### src/rtl/clkdiv_pkg.sv
// Shared types and helpers for the programmable clock divider.
package clkdiv_pkg;

    typedef enum logic [1:0] {
        ST_IDLE = 2'd0,
        ST_RUN  = 2'd1,
        ST_STOP = 2'd2
    } state_e;

    localparam int CLKDIV_MIN_DIV = 2;

    // Divisors below the minimum would make the wrap compare degenerate.
    function automatic logic [31:0] clamp_div(input logic [31:0] div);
        return (div < 32'(CLKDIV_MIN_DIV)) ? 32'(CLKDIV_MIN_DIV) : div;
    endfunction

endpackage

### src/rtl/clkdiv_cfg_reg.sv
// Config handshake, single-entry pending register and the active divisor/high-time
// registers; the counter FSM decides when pending settings become active.
module clkdiv_cfg_reg
    import clkdiv_pkg::*;
#(
    parameter int DIV_W      = 16,
    parameter int DIV_RESET  = 10,
    parameter int HIGH_RESET = 5
) (
    input  logic             clock_in,
    input  logic             reset,
    input  logic             cfg_valid,
    input  logic [DIV_W-1:0] cfg_div,
    input  logic [DIV_W-1:0] cfg_high,
    input  logic             apply,
    output logic             cfg_ready,
    output logic             pending,
    output logic [DIV_W-1:0] div_act,
    output logic [DIV_W-1:0] high_act
);

    logic             pend_q;
    logic [DIV_W-1:0] pend_div_q;
    logic [DIV_W-1:0] pend_high_q;
    logic [DIV_W-1:0] div_act_q;
    logic [DIV_W-1:0] high_act_q;

    always_ff @(posedge clock_in) begin
        if (reset) begin
            pend_q      <= 1'b0;
            pend_div_q  <= '0;
            pend_high_q <= '0;
            div_act_q   <= DIV_W'(DIV_RESET);
            high_act_q  <= DIV_W'(HIGH_RESET);
        end else if (apply && pend_q) begin
            div_act_q  <= pend_div_q;
            high_act_q <= pend_high_q;
            pend_q     <= 1'b0;
        end else if (cfg_valid && !pend_q) begin
            // High time is kept raw: the unsigned compare already yields
            // constant-high for high >= div and constant-low for high == 0.
            pend_div_q  <= DIV_W'(clamp_div(32'(cfg_div)));
            pend_high_q <= cfg_high;
            pend_q      <= 1'b1;
        end
    end

    assign cfg_ready = !pend_q;
    assign pending   = pend_q;
    assign div_act   = div_act_q;
    assign high_act  = high_act_q;

endmodule

### src/rtl/prog_clock_divider.sv
// Run-time programmable clock divider with glitch-free reconfiguration and graceful stop.
// Optional restart input sync_in is built in when CLKDIV_SYNC_EN is defined.
//
//   state   | meaning
//   --------+--------------------------------------------------------
//   IDLE    | halted, counter 0, clock_out/tick low
//   RUN     | counting 0..div_act-1 and wrapping while enable is high
//   STOP    | enable dropped; finish the current period, then IDLE
module prog_clock_divider
    import clkdiv_pkg::*;
#(
    parameter int DIV_W      = 16,
    parameter int DIV_RESET  = 10,
    parameter int HIGH_RESET = 5
) (
    input  logic             clock_in,
    input  logic             reset,
    input  logic             enable,
    input  logic             cfg_valid,
    input  logic [DIV_W-1:0] cfg_div,
    input  logic [DIV_W-1:0] cfg_high,
    output logic             cfg_ready,
    output logic             clock_out,
    output logic             tick,
    output logic             running
`ifdef CLKDIV_SYNC_EN
    ,
    input  logic             sync_in
`endif
);

    state_e           state_q;
    logic [DIV_W-1:0] counter_q;
    logic [DIV_W-1:0] counter_d;
    logic             clk_out_q;
    logic             tick_q;
    logic             active;
    logic             wrap;
    logic             restart;
    logic             apply;
    logic             pending;
    logic [DIV_W-1:0] div_act;
    logic [DIV_W-1:0] high_act;

    assign active = (state_q != ST_IDLE);
    assign wrap   = (counter_q == (div_act - DIV_W'(1)));

`ifdef CLKDIV_SYNC_EN
    assign restart = active && sync_in;
`else
    assign restart = 1'b0;
`endif

    // Pending settings land only on a period boundary so no runt pulse is produced.
    assign apply     = pending && (!active || wrap || restart);
    assign counter_d = (wrap || restart) ? '0 : counter_q + DIV_W'(1);

    clkdiv_cfg_reg #(
        .DIV_W      (DIV_W),
        .DIV_RESET  (DIV_RESET),
        .HIGH_RESET (HIGH_RESET)
    ) u_cfg (
        .clock_in  (clock_in),
        .reset     (reset),
        .cfg_valid (cfg_valid),
        .cfg_div   (cfg_div),
        .cfg_high  (cfg_high),
        .apply     (apply),
        .cfg_ready (cfg_ready),
        .pending   (pending),
        .div_act   (div_act),
        .high_act  (high_act)
    );

    always_ff @(posedge clock_in) begin
        if (reset) begin
            state_q   <= ST_IDLE;
            counter_q <= '0;
            clk_out_q <= 1'b0;
            tick_q    <= 1'b0;
        end else begin
            case (state_q)
                ST_IDLE: begin
                    counter_q <= '0;
                    clk_out_q <= 1'b0;
                    tick_q    <= 1'b0;
                    if (enable) state_q <= ST_RUN;
                end
                default: begin
                    counter_q <= counter_d;
                    clk_out_q <= (counter_q < high_act);
                    tick_q    <= wrap && !restart;
                    if (state_q == ST_RUN) begin
                        if (!enable) state_q <= ST_STOP;
                    end else if (enable) begin
                        state_q <= ST_RUN;
                    end else if (wrap && !restart) begin
                        state_q <= ST_IDLE;
                    end
                end
            endcase
        end
    end

    assign clock_out = clk_out_q;
    assign tick      = tick_q;
    assign running   = active;

endmodule

### config.mk
export PLATFORM = sky130hd
export DESIGN_NAME = prog_clock_divider
export DESIGN_NICKNAME = d
export VERILOG_FILES = /design/src/rtl/clkdiv_pkg.sv /design/src/rtl/clkdiv_cfg_reg.sv /design/src/rtl/prog_clock_divider.sv
export SDC_FILE = /design/constraint.sdc
export NUM_CORES = 1
export LEC_CHECK = 0
export CORE_ASPECT_RATIO = 0.75
export CORE_MARGIN = 5
export CORE_UTILIZATION = 45
export CTS_CLUSTER_DIAMETER = 80
export DETAILED_ROUTE_END_ITERATION = 6
export PLACE_DENSITY_LB_ADDON = 0.05
export RECOVER_POWER = 100
export SLEW_MARGIN = 5
export SYNTH_ARGS = -nofsm -noshare
export SYNTH_HDL_FRONTEND = slang
export SYNTH_SLANG_ARGS = --single-unit
### constraint.sdc
create_clock -name clock_in -period 2.5 [get_ports clock_in]
set_clock_uncertainty 0.2 [all_clocks]
set_input_delay 0.5 -clock clock_in [delete_from_list [all_inputs] [get_ports clock_in]]
set_output_delay 0.5 -clock clock_in [all_outputs]
set_load 0.03 [all_outputs]
Word-level counts from Yosys, hierarchy flattened:

Index checks and enable logic that the tools add are counted.

* register bits: 85
* logic and storage cells: 39

* bitwise operators: 1
* $lt $le $gt $ge: 2
* add/subtract/negate cells: 2
* reduce and logical (&&, ||, !) cells: 14
* eq/ne operators: 4
* multiplexer cells: 7

Operators with widths (count)
* adder 16 x 1 -> 16 bit (second input constant): 1
* equality test 16 bit: 1
* < comparator 16 bit: 1
* < comparator 16 x 2 -> 1 bit (second input constant): 1
* 2-to-1 mux 16 bit: 1
* subtractor 16 x 1 -> 16 bit (second input constant): 1
* 2-to-1 mux 2 bit: 6
* OR reduction 2 bit: 2
* logical AND 1 bit: 3
* != test 3 x 2 -> 1 bit (second input constant): 1
* AND reduction 3 bit: 1
* nonzero test 3 bit: 1
* OR reduction 3 bit: 1
* equality test 2 x 1 -> 1 bit (second input constant): 1
* logical NOT 1 bit: 2
* logical NOT 2 bit: 1
* != test 2 bit (second input constant): 1
* AND reduction 2 bit: 1
* nonzero test 2 bit: 1
* logical OR 1 bit: 1
* NOT 1 bit: 1

Depth between registers and ports, before layout:

Gate-level depths: netlist of run 1.

* depth in word-level cells: 7
* mapped depth: 10
* depth with buffers taken out: 9

Modules after synthesis:

A second synthesis of run 1 with hierarchy kept.

* cells, all modules: 506
* area, all modules: 4062.6 um^2

By module, submodules not included
* clkdiv_cfg_reg: instances 1, area an instance 2309.7 um^2, seq. area each 1301.2 um^2, cells each 289
* prog_clock_divider: instances 1, area an instance 1752.9 um^2, seq. area each 400.4 um^2, cells each 217

Worst setup path before layout of run 1:

No wires, ideal clock.

* kind: reg-to-reg
* start: register u_cfg.div_act_q[0] (netlist: u_cfg.div_act[0])
* end: register u_cfg.high_act_q[0] (netlist: u_cfg.high_act[0])
* period minus slack after synthesis: 2.630 ns
* cell stages (with the launch flop): 11
* path buffers: 1
* path slack: -0.130 ns
* required time: 2.178 ns
* data arrival time: 2.308 ns
* cell sequence: dfxtp_1 > inv_1 > ha_1 > o21ba_2 > a221oi_1 > a41oi_1 > nor4_4 > and3_4 > a21oi_4 > buf_6 > o311a_1

* longest elaborated chain between the ends: 5

Ends and longest elaborated chain
* start: declaration: RTL line clkdiv_cfg_reg.sv:25 `logic [DIV_W-1:0] div_act_q;`
* start signal: assignment: RTL line clkdiv_cfg_reg.sv:33 `div_act_q <= DIV_W'(DIV_RESET);`
* start signal: assignment: RTL line clkdiv_cfg_reg.sv:36 `div_act_q <= pend_div_q;`
* subtractor 16 x 1 -> 16 bit: RTL line prog_clock_divider.sv:46 `assign wrap = (counter_q == (div_act - DIV_W'(1)));`
* equality test 16 bit: RTL line prog_clock_divider.sv:46
* logical OR 1 bit: RTL line prog_clock_divider.sv:55 `assign apply = pending && (!active || wrap || restart);`
* logical AND 1 bit: RTL line prog_clock_divider.sv:55
* logical AND 1 bit: RTL line clkdiv_cfg_reg.sv:35 `end else if (apply && pend_q) begin`
* end signal: assignment: RTL line clkdiv_cfg_reg.sv:34 `high_act_q <= DIV_W'(HIGH_RESET);`
* end signal: assignment: RTL line clkdiv_cfg_reg.sv:37 `high_act_q <= pend_high_q;`
* end: declaration: RTL line clkdiv_cfg_reg.sv:26 `logic [DIV_W-1:0] high_act_q;`

Every way passes these cells.
A chain may end at the register's enable or synchronous reset.

Worst setup path after layout of run 1:

* start: register u_cfg.div_act_q[0] (netlist: u_cfg.div_act[0])
* end: register u_cfg.div_act_q[14] (netlist: u_cfg.div_act[14])

* longest elaborated chain between the ends: 5

Ends and longest elaborated chain (RTL line)
* subtractor 16 x 1 -> 16 bit: prog_clock_divider.sv:46
* equality test 16 bit: prog_clock_divider.sv:46
* logical OR 1 bit: prog_clock_divider.sv:55
* logical AND 1 bit: prog_clock_divider.sv:55
* logical AND 1 bit: clkdiv_cfg_reg.sv:35

Every way passes these cells.

==> out/qor_table.md, run 1 <==
| Step | Metric | This run |
| --- | --- | --- |
| grt | Total gr overflow | 0 |
| power | Cell Pwr Density | 552 nW/um^2 |
| logic synthesis | Flip-flop and latch count after synthesis | 85 |
| cells and area | Fraction of final layout cells sized beyond drive strength 1 | 18.8% |
| status | Violations in the final reports | setup timing |
| timing | Total setup violations reported at the end of the flow | 50 |
| logic synthesis | Avg Inst Size Synth | 8.04 sq um |
| detailed routing | Mean routed wirelength per cell | 15.4 um |
| logic synthesis | Cells after Synth | 550 |
| status | Outcome | finished, violations left |
| cells and area | Non-Filler Cell Area, Final | 5880 sq um |
| floorplan | Total die area | 11,900 sq um |
| clocking | TritonCTS Buffers | 9 |
| cells and area | Leading cell types in the layout, fill and taps excluded | nand2_1 (128), dfxtp_1 (82), o211ai_1 (60), buf_4 (49), a21oi_1 (37) |
| power | Leak | 2.23 nW |
| grt | Total Routing Usage GR | 21.0% |
| worst setup path | Origin of the worst setup path | u_cfg.div_act[0] |
| logic synthesis | Yosys synthesis warning count | 0 |
| detailed routing | Number of routed nets with antenna violations | 0 |
| grt | Wire length of the first global-routing pass | 20,000 um |
| grt | Via count of the first global-routing pass | 3,959 |
| place | Placed cell areas | 5350 sq um |
| cells and area | Synth-to-layout area growth | 33.0% |
| timing | Number of failing hold endpoints at the final stage | 0 |
| clocking | Longest Clk Path Bufs | 2 |
| logic synthesis | Number of distinct library cells after synthesis | 55 |
| detailed routing | Per-cell via count in the routed design | 5.32 |
| cells and area | Final core utilization | 61.2% |
| timing | Max Freq | 387 MHz |
| logic synthesis | Sequential element share of the synthesized area | 38.5% |
| detailed routing | Via count | 4,121 |
| timing | Worst slew margin relative to its limit | 40.5% |
| grt | Number of antenna violations at the first check in global routing | 0 |
| logic synthesis | Total nets after synthesis | 603 |
| timing | Hold WS | 0.255 ns |
| logic synthesis | Ranking of synthesized cells by area | dfxtp_1 (38%), nand2_1 (11%), o211ai_1 (10%), ha_1 (4.8%), a21oi_1 (4.4%) |
| clocking | Clock H-tree levels | 3 |
| logic synthesis | Number of enable-type register cells in the synthesized netlist | 0 |
| cells and area | Final-stage net count | 690 |
| min path | Startpoint of the most critical hold path | u_cfg.pend_div_q[6] |
| timing | RSZ-0062 raised after global routing | true |
| floorplan | Die span in x | 124 um |
| place | Final estimated routing congestion in global placement | 0.797 |
| logic synthesis | Cell area after synthesis | 4420 sq um |
| worst setup path | Worst setup EP type | flop |
| clocking | Clock-pin slew of the registers on the worst-case setup and hold paths | 0.06 ns |
| place | Minimum setup slack after placement | -0.107 ns |
| floorplan | IO Count | 40 |
| cells and area | Antenna Diode Count | 0 |
| floorplan | Starting density of the core | 46.0% |
| logic synthesis | Async set-or-reset flop fraction in the synthesized netlist | 0% |
| worst setup path | Data required time of the critical path | 2.52 ns |
| clocking | Clock tree from TritonCTS | built |
| detailed routing | Detailed Route Iter0 Violations | 268 |
| logic synthesis | Cell type with the highest aggregate area in the netlist | dfxtp_1 |
| timing | Final-layout setup total negative slack | -3.14 ns |
| cells and area | Fill cells | 908 |
| timing | Min cycle time layout | 2.58 ns |
| timing | Least setup slack across all paths after layout | -0.0843 ns |
| worst setup path | Sort of element at the start of the critical path | flop |
| worst setup path | CP Data Arrival Time | 2.61 ns |
| logic synthesis | Yosys top cell area share | 38.5% |
| min path | Type of the most critical hold path | reg2reg |
| floorplan | Floorplan row count | 31 |
| worst setup path | Start-to-end type of the worst setup path | reg2reg |
| grt | Pin count of the biggest net entering global routing | 31 |
| clocking | Sink count of the clock tree | 85 |
| power | Maximum resistive drop on vdd | 0.353 mV |
| run | Number of max-capacitance violations reported | 0 |
| clocking | Clk Latency, worst-skew pair | 0.34 ns |
| timing | Max Transition Viols Final | 0 |
| logic synthesis | Top_reg_cell synth | dfxtp_1 |
| timing | Final clock period utilization by the worst path | 103% |
| place | Post-detail-place hpwl | 8650 um |
| detailed routing | Wire length after detailed routing | 11,900 um |
| worst setup path | Crit Reg-Reg Startpoint | u_cfg.div_act[0] |
| worst setup path | Internal reg-to-reg setup slack | -0.08 ns |
| worst setup path | Biggest fanout along the worst timing path | 12 |
| detailed routing | Number of design rule violations left after detail routing | 0 |
| cells and area | Most common cell after layout, fill and taps aside | nand2_1 |
| floorplan | Die height | 95.9 um |
| place | Total of buffers placed on input and output ports | 39 |
| timing | Least-Margin Pin Slew | 0.892 ns |
| clocking | Root buffer selected by CTS | clkbuf_16 |
| detailed routing | Pre-antenna DRT Iters | 5 |
| floorplan | Area inside the core boundary | 9620 sq um |
[Yosys cell counts, types with 2 or more instances]
library cell,number
and3_1,6
xor2_1,15
xnor2_1,19
nor3_2,2
buf_2,10
a21o_1,6
nor2b_1,3
nor2_1,31
nor4_1,4
dfxtp_1,85
nand2b_1,5
or3_1,3
nand3_1,13
clkbuf_1,20
o311a_1,4
o21ai_0,6
a21oi_1,39
buf_4,2
nand2_1,128
inv_1,26
nor3_1,11
ha_1,17
nand4_1,4
o211ai_1,60
[per-layer routing]
| metal | vias up | GRT usage [%] | routed length [um] |
|---|---|---|---|
| li1 | 2096 | - | - |
| met1 | 1916 | 30.6 | 6190 |
| met2 | 98 | 31.7 | 5040 |
| met3 | 11 | 4.33 | 573 |
| met4 | 0 | 5.29 | 127 |
| met5 | - | 0 | 0 |
[cells by family after synthesis]
group	after synthesis	synth area share, %
AO/OA/AOI/OAI	129	20.3
flip-flops	85	38.5
buffers and inverters	60	5.71
multiplexers	1	0.226
XOR/XNOR	34	6.73
AND/OR/NAND/NOR	224	23.7
adder cells (fa/ha/maj)	17	4.81
[final cells by class]
class	count	area, sq um	area share [%]
multi-input combinational	405	2570	43.7
sequential	85	1710	29.0
timing repair buffer	110	1060	18.1
clock buffer	10	239	4.06
tap	132	165	2.81
inverter	26	97.6	1.66
clock inverter	6	46.3	0.787
[critical path, stage by stage, from the launching register on]
cell and delay [ns]:
dfxtp_2 0.33, buf_4 0.16, nor3_2 0.24, nand4_1 0.20, nor4b_1 0.37, a311o_1 0.20, buf_4 0.13, nand3_4 0.08
buf_6 0.15, buf_16 0.14, o211ai_1 0.17, o211ai_1 0.11
[worst paths after layout]
kind,end,cells after the start
setup reg to reg,u_cfg.div_act[14],11
hold / removal,u_cfg.pend_div_q[6],2
hold reg to reg,u_cfg.pend_div_q[6],2
setup / recovery,u_cfg.div_act[14],11
[what timing repair did]
| item | in CTS | in global routing |
|---|---|---|
| pin swaps | 31 | 3 |
| gates resized for setup | 29 | 8 |
| cloned | 4 | 0 |
| buffers inserted | 6 | 0 |
| hold buffers | 0 | 0 |
| setup endpoints to repair | 50 | 51 |
[metrics by stage]
step                cells  total power [mW]
finish                774              3.25
detailed placement    748              1.96
floorplan             550              1.74
global route          774              3.41
CTS                   774              3.28
global placement      748              1.95
[where the power goes]
group	switching [mW]	internal, mW
logic	0.278	0.253
clock network	0.557	0.708
registers	0.0400	1.41
total	0.875	2.37
[sequential cells by signal, indices dropped and copies added, names as in the netlist]
name / flops
state_q: 2
u_cfg.pend_div_q: 16
tick: 1
counter_q: 16
clock_out: 1
u_cfg.pending: 1
u_cfg.high_act: 16
u_cfg.div_act: 16
u_cfg.pend_high_q: 16
No activity file was read; power rests on OpenSTA's default activity.
==> run 2, diff against run 1 <==
CTS_BUF_LIST = sky130_fd_sc_hd__clkbuf_4   (was unset)
==> run 2 against run 1 <==
  * The flow still finishes with violations (setup timing)
  * Fmax is 0.18% higher
  * Flip-flop and latch count stayed put
  * Total power is 17% lower
  * Final area is 2.5% lower
  * Via count is 0.17% higher
  * Sequential power hardly changed
  * Count of clock-buffer cells in the layout is 1 lower
  * Critical path type unchanged
==> out/qor_table.md, run 2 (synthesized netlist as in run 1, its figures left out) <==
| Step | Metric | This run |
| --- | --- | --- |
| worst setup path | Worst setup EP type | flop |
| place | Final estimated routing congestion in global placement | 0.797 |
| cells and area | Synth-to-layout area growth | 29.7% |
| worst setup path | Sort of element at the start of the critical path | flop |
| clocking | Longest Clk Path Bufs | 2 |
| worst setup path | Buffers & Inverters on Critical Path | 4 |
| floorplan | Total die area | 11,900 sq um |
| floorplan | Die span in x | 124 um |
| timing | Number of failing hold endpoints at the final stage | 0 |
| timing | Worst slew margin relative to its limit | 60.0% |
| floorplan | Starting density of the core | 46.0% |
| clocking | Clock H-tree levels | 3 |
| detailed routing | Wire length after detailed routing | 11,900 um |
| worst setup path | Start-to-end type of the worst setup path | reg2reg |
| cells and area | Fraction of final layout cells sized beyond drive strength 1 | 21.0% |
| worst setup path | CP Data Arrival Time | 2.72 ns |
| cells and area | Non-Filler Cell Area, Final | 5740 sq um |
| detailed routing | Number of routed nets with antenna violations | 0 |
| place | Post-detail-place hpwl | 8650 um |
| power | Leak | 2.13 nW |
| status | Violations in the final reports | setup timing |
| power | Total power consumption of the routed design | 2.69 mW |
| clocking | Clock tree from TritonCTS | built |
| grt | Total Routing Usage GR | 20.9% |
| cells and area | Final-stage net count | 686 |
| grt | Total gr overflow | 0 |
| cells and area | Storage cell area | 1710 sq um |
| timing | Max Transition Viols Final | 0 |
| floorplan | Floorplan row count | 31 |
| cells and area | Leading cell types in the layout, fill and taps excluded | nand2_1 (128), dfxtp_1 (78), o211ai_1 (60), buf_4 (53), a21oi_1 (37) |
| worst setup path | Critical-path cell list | inv_2, ha_4, and2b_2, nand4_2, or3b_4, a31oi_4, buf_6, o22ai_4, buf_6, buf_4, o211ai_1, o211ai_1 |
| detailed routing | Per-cell via count in the routed design | 5.36 |
| grt | Met2 GRT Util | 31.5% |
| worst setup path | Slowest CP cell | or3b_4 |
| run | Number of max-capacitance violations reported | 0 |
| detailed routing | Number of design rule violations left after detail routing | 0 |
| worst setup path | Data required time of the critical path | 2.64 ns |
| timing | RSZ-0062 raised after global routing | true |
| grt | GRT busiest layer | met2 |
| place | Placed instance count | 748 |
| place | Total of buffers placed on input and output ports | 39 |
| timing | Final clock period utilization by the worst path | 103% |
| grt | Pin count of the biggest net entering global routing | 31 |
| floorplan | IO Count | 40 |
| grt | Wire length of the first global-routing pass | 19,800 um |
| power | Maximum resistive drop on vdd | 0.338 mV |
| clocking | Clock-pin slew of the registers on the worst-case setup and hold paths | 0.14 ns |
| timing | Least-Margin Pin Slew | 0.600 ns |
| clocking | Sink count of the clock tree | 85 |
| detailed routing | Detailed Route Iter0 Violations | 246 |
| timing | Total setup violations reported at the end of the flow | 41 |
| cells and area | Combined area of the multi-input logic cells | 2650 sq um |
| clocking | Number of buffers inserted by hold repair at cts | 0 |
| cells and area | Final Instance Count excl. Fillers | 770 |
| clocking | Clk Latency, worst-skew pair | 0.45 ns |
| place | Placed cell areas | 5350 sq um |
| floorplan | Area inside the core boundary | 9620 sq um |
| clocking | Root buffer selected by CTS | clkbuf_4 |
| detailed routing | Mean routed wirelength per cell | 15.4 um |
| grt | Met1 usage in global routing | 30.2% |
| status | Outcome | finished, violations left |
| grt | Number of antenna violations at the first check in global routing | 0 |
| power | Cell Pwr Density | 469 nW/um^2 |
| timing | Max Freq | 388 MHz |
| worst setup path | Family with the most delay on the worst path | simple AND/OR/NAND/NOR gates |
| grt | Via count of the first global-routing pass | 3,914 |
| worst setup path | Worst stage delay on the critical path | 0.41 ns |
| min path | Type of the most critical hold path | reg2reg |
| timing | Least setup slack across all paths after layout | -0.0796 ns |
| floorplan | Die height | 95.9 um |
| cells and area | Fill cells | 914 |
| cells and area | Final core utilization | 59.6% |
| worst setup path | Biggest fanout along the worst timing path | 6 |
| timing | Min cycle time layout | 2.58 ns |
| timing | Final-layout setup total negative slack | -1.50 ns |
| cells and area | Antenna Diode Count | 0 |
| clocking | TritonCTS Buffers | 9 |
| detailed routing | Pre-antenna DRT Iters | 5 |
| grt | Met3 Usage GRT | 4.10% |
| detailed routing | Via count | 4,128 |
| cells and area | Most common cell after layout, fill and taps aside | nand2_1 |
## run 2: final timing paths
kind                                          start             endpoint  slack, ns  depth (start not counted)
worst min-delay path            u_cfg.pend_div_q[6]  u_cfg.pend_div_q[6]       0.27                          2
worst max register to register     u_cfg.div_act[1]    u_cfg.div_act[11]      -0.08                         12
worst max-delay path               u_cfg.div_act[1]    u_cfg.div_act[11]      -0.08                         12
worst min register to register  u_cfg.pend_div_q[6]  u_cfg.pend_div_q[6]       0.27                          2
## run 2: area by class of cell
| cell class | count | share of cell area (%) |
|---|---|---|
| Tap cell | 132 | 2.88 |
| Timing Repair Buffer | 106 | 17.3 |
| Multi-Input combinational cell | 405 | 46.2 |
| Sequential cell | 85 | 29.9 |
| Clock inverter | 7 | 0.873 |
| Inverter | 26 | 1.70 |
| Clock buffer | 9 | 1.18 |
## run 2: metal layers
metal / wire length (um) / up-vias / part of all wire [%]
li1: - / 2090 / -
met1: 6330 / 1924 / 53
met2: 4940 / 101 / 42
met3: 442 / 13 / 3.7
met4: 175 / 0 / 1.5
met5: 0 / - / 0
## run 2: where the power goes
| part | internal (mW) | switching [mW] | total [mW] | leakage [nW] |
|---|---|---|---|---|
| logic | 0.249 | 0.283 | 0.532 | 1.37 |
| clock network | 0.209 | 0.498 | 0.708 | 0.0656 |
| registers | 1.41 | 0.0405 | 1.45 | 0.695 |
## run 2: stage by stage
step                      setup slack [ns]  hold slack [ns]
final                              -0.0796            0.265
after global routing                -0.223            0.286
after CTS                          -0.0523            0.267
after detailed placement            -0.107            0.248
after global placement              -0.124            0.242
after floorplan                    0.00185            0.236
## run 2: what timing repair did
action / 4_1_cts / 5_1_grt
setup endpoints to repair: 50 / 51
setup buffers: 4 / 2
resized for setup: 30 / 34
pin swaps: 20 / 10
cloned: 2 / 0
endpoints found under the hold margin: 0 / 0
## run 2: worst register-to-register path, stage by stage (launching register included)
cell and delay [ns]:
dfxtp_2 0.35, inv_2 0.07, ha_4 0.14, and2b_2 0.21, nand4_2 0.10, or3b_4 0.41
a31oi_4 0.21, buf_6 0.13, o22ai_4 0.07, buf_6 0.14, buf_4 0.13, o211ai_1 0.20
o211ai_1 0.11
==> run 3, diff against run 2 <==
==> constraint.sdc (replaced) <==
create_clock -name clock_in -period 2.5 [get_ports clock_in]
set_clock_uncertainty 0.2 [all_clocks]
set_input_delay 0.375 -clock clock_in [delete_from_list [all_inputs] [get_ports clock_in]]
set_output_delay 0.375 -clock clock_in [all_outputs]
set_load 0.03 [all_outputs]
==> run 3 against run 2 <==
  * The run still ends with setup timing left
  * Largest cell class unchanged
  * Via count down 0.27%
  * Combinational power up 7.7%
  * Critical path type unchanged
  * Non-clock buffer count up 1
  * Clock power up 2%
  * Fmax down 2.3%
  * Wire length up 2.6%
  * Total power up 2.1%
  * Core utilization up 0.20 points
  * Worst hold slack worse by 0.026 ns
==> out/qor_table.md, run 3 (synthesized netlist as in run 1, its figures left out) <==
| Step | Metric | This run |
| --- | --- | --- |
| status | Outcome | finished, violations left |
| status | Violations in the final reports | setup timing |
| detailed routing | Number of routed nets with antenna violations | 0 |
| worst setup path | Worst stage delay on the critical path | 0.41 ns |
| grt | Pin count of the biggest net entering global routing | 30 |
| cells and area | Fraction of final layout cells sized beyond drive strength 1 | 19.6% |
| grt | Number of antenna violations at the first check in global routing | 0 |
| floorplan | Starting density of the core | 46.0% |
| floorplan | IO Count | 40 |
| grt | Total Routing Usage GR | 21.1% |
| power | Maximum resistive drop on vdd | 0.331 mV |
| clocking | Number of buffers inserted by hold repair at cts | 0 |
| cells and area | Combined area of the multi-input logic cells | 2630 sq um |
| timing | Min cycle time layout | 2.64 ns |
| worst setup path | Family with the most delay on the worst path | simple AND/OR/NAND/NOR gates |
| timing | Least-Margin Pin Slew | 0.940 ns |
| detailed routing | Number of design rule violations left after detail routing | 0 |
| grt | Wire length of the first global-routing pass | 20,100 um |
| detailed routing | Via count | 4,117 |
| floorplan | Floorplan row count | 31 |
| power | Leak | 2.15 nW |
| cells and area | Storage cell area | 1710 sq um |
| worst setup path | CP Data Arrival Time | 2.79 ns |
| clocking | Root buffer selected by CTS | clkbuf_4 |
| timing | Worst slew margin relative to its limit | 37.3% |
| cells and area | Fill cells | 896 |
| timing | Least setup slack across all paths after layout | -0.139 ns |
| place | Placed instance count | 745 |
| worst setup path | Slowest CP cell | or3b_1 |
| place | Total of buffers placed on input and output ports | 39 |
| clocking | Clock tree from TritonCTS | built |
| cells and area | Most common cell after layout, fill and taps aside | nand2_1 |
| place | Final estimated routing congestion in global placement | 0.813 |
| clocking | Longest Clk Path Bufs | 2 |
| worst setup path | Sort of element at the start of the critical path | flop |
| detailed routing | Mean routed wirelength per cell | 15.8 um |
| min path | Type of the most critical hold path | in2reg |
| grt | Total gr overflow | 0 |
| worst setup path | Data required time of the critical path | 2.65 ns |
| timing | Max Transition Viols Final | 0 |
| floorplan | Area inside the core boundary | 9620 sq um |
| floorplan | Total die area | 11,900 sq um |
| cells and area | Final Instance Count excl. Fillers | 771 |
| clocking | Sink count of the clock tree | 85 |
| run | Number of max-capacitance violations reported | 0 |
| worst setup path | Critical-path cell list | inv_2, ha_4, and2b_2, nand4_2, or3b_1, a31oi_2, buf_4, o22ai_4, bufbuf_16, o211ai_1, o211ai_1 |
| clocking | Clk Latency, worst-skew pair | 0.46 ns |
| place | Minimum setup slack after placement | -0.173 ns |
| timing | RSZ-0062 raised after global routing | true |
| cells and area | Antenna Diode Count | 0 |
| detailed routing | Per-cell via count in the routed design | 5.34 |
| power | Cell Pwr Density | 478 nW/um^2 |
| cells and area | Final-stage net count | 687 |
| place | Post-detail-place hpwl | 8730 um |
| worst setup path | Biggest fanout along the worst timing path | 10 |
| floorplan | Die height | 95.9 um |
| worst setup path | Worst setup EP type | flop |
| cells and area | Synth-to-layout area growth | 30.1% |
| cells and area | Leading cell types in the layout, fill and taps excluded | nand2_1 (128), dfxtp_1 (78), o211ai_1 (60), buf_4 (53), a21oi_1 (39) |
| timing | Max Freq | 379 MHz |
| timing | Total setup violations reported at the end of the flow | 50 |
| detailed routing | Detailed Route Iter0 Violations | 328 |
| cells and area | Final core utilization | 59.8% |
| clocking | TritonCTS Buffers | 9 |
| worst setup path | Buffers & Inverters on Critical Path | 3 |
| timing | Final clock period utilization by the worst path | 106% |
| clocking | Clock H-tree levels | 3 |
| worst setup path | Start-to-end type of the worst setup path | reg2reg |
| grt | Via count of the first global-routing pass | 4,007 |
| detailed routing | Pre-antenna DRT Iters | 4 |
| worst setup path | Most used cell, CP | o211ai_1 |
| clocking | Clock-pin slew of the registers on the worst-case setup and hold paths | 0.14 ns |
| timing | Number of failing hold endpoints at the final stage | 0 |
| floorplan | Die span in x | 124 um |
| detailed routing | Wire length after detailed routing | 12,200 um |
## run 3: cell types whose count changed in the layout (fill, tap and decap cells not counted), sizes merged
| cell | delta |
|---|---|
| clkbuf | -1 |
| inv | +1 |
| clkinv | -1 |
| bufbuf | +1 |
| buf | +1 |
## run 3: worst paths after layout
check                                     startpoint  depth (start not counted)                    to  slack [ns]
worst max register to register      u_cfg.div_act[1]                         11     u_cfg.high_act[4]       -0.14
worst max-delay path                u_cfg.div_act[1]                         11     u_cfg.high_act[4]       -0.14
worst min-delay path                     cfg_high[1]                          3  u_cfg.pend_high_q[1]        0.24
worst min register to register  u_cfg.pend_high_q[1]                          2  u_cfg.pend_high_q[1]        0.26
## run 3: final cells by class
type / instances / area share [%]
Clock buffer: 9 / 1.17
Clock inverter: 7 / 0.826
Inverter: 26 / 1.70
Multi-Input combinational cell: 405 / 45.8
Sequential cell: 85 / 29.7
Tap cell: 132 / 2.87
Timing Repair Buffer: 107 / 17.9
## run 3: through the flow
step	instance area [sq um]	hold slack [ns]	power [mW]	setup TNS, ns
floorplan	4430	0.236	1.74	0
global placement	5340	0.244	1.96	-3.65
detailed placement	5340	0.247	1.97	-5.93
CTS	5720	0.212	2.77	-2.84
global route	5750	0.192	2.89	-9.85
finish	5750	0.240	2.75	-4.14
## run 3: routing by layer
metal  GRT usage, %  part of all wire [%]  routed length (um)  vias to the layer above
met4           3.47                  0.54                  66                        0
met1           30.3                    52                6310                     1914
met2           32.4                    43                5240                       98
met3           5.66                   4.8                 587                        5
li1               -                     -                   -                     2100
met5              0                     0                   0                        -
## run 3: tightest hold or removal path, cell delays in order
cell and delay [ns]:
clkdlybuf4s50_1 0.39, nand2_1 0.06, a21oi_1 0.05
## run 3: report_power, final
group          internal (mW)  leakage (nW)  switching (mW)
registers               1.41         0.694          0.0406
clock network          0.208        0.0645           0.514
logic                  0.280          1.39           0.293
total                   1.90          2.15           0.848
## run 3: timing repair
action	CTS	global route
buffers inserted	6	3
pin swaps	29	19
endpoints found under the hold margin	0	0
gates cloned	3	0
resized for setup	31	19
endpoints found under the setup margin	50	51
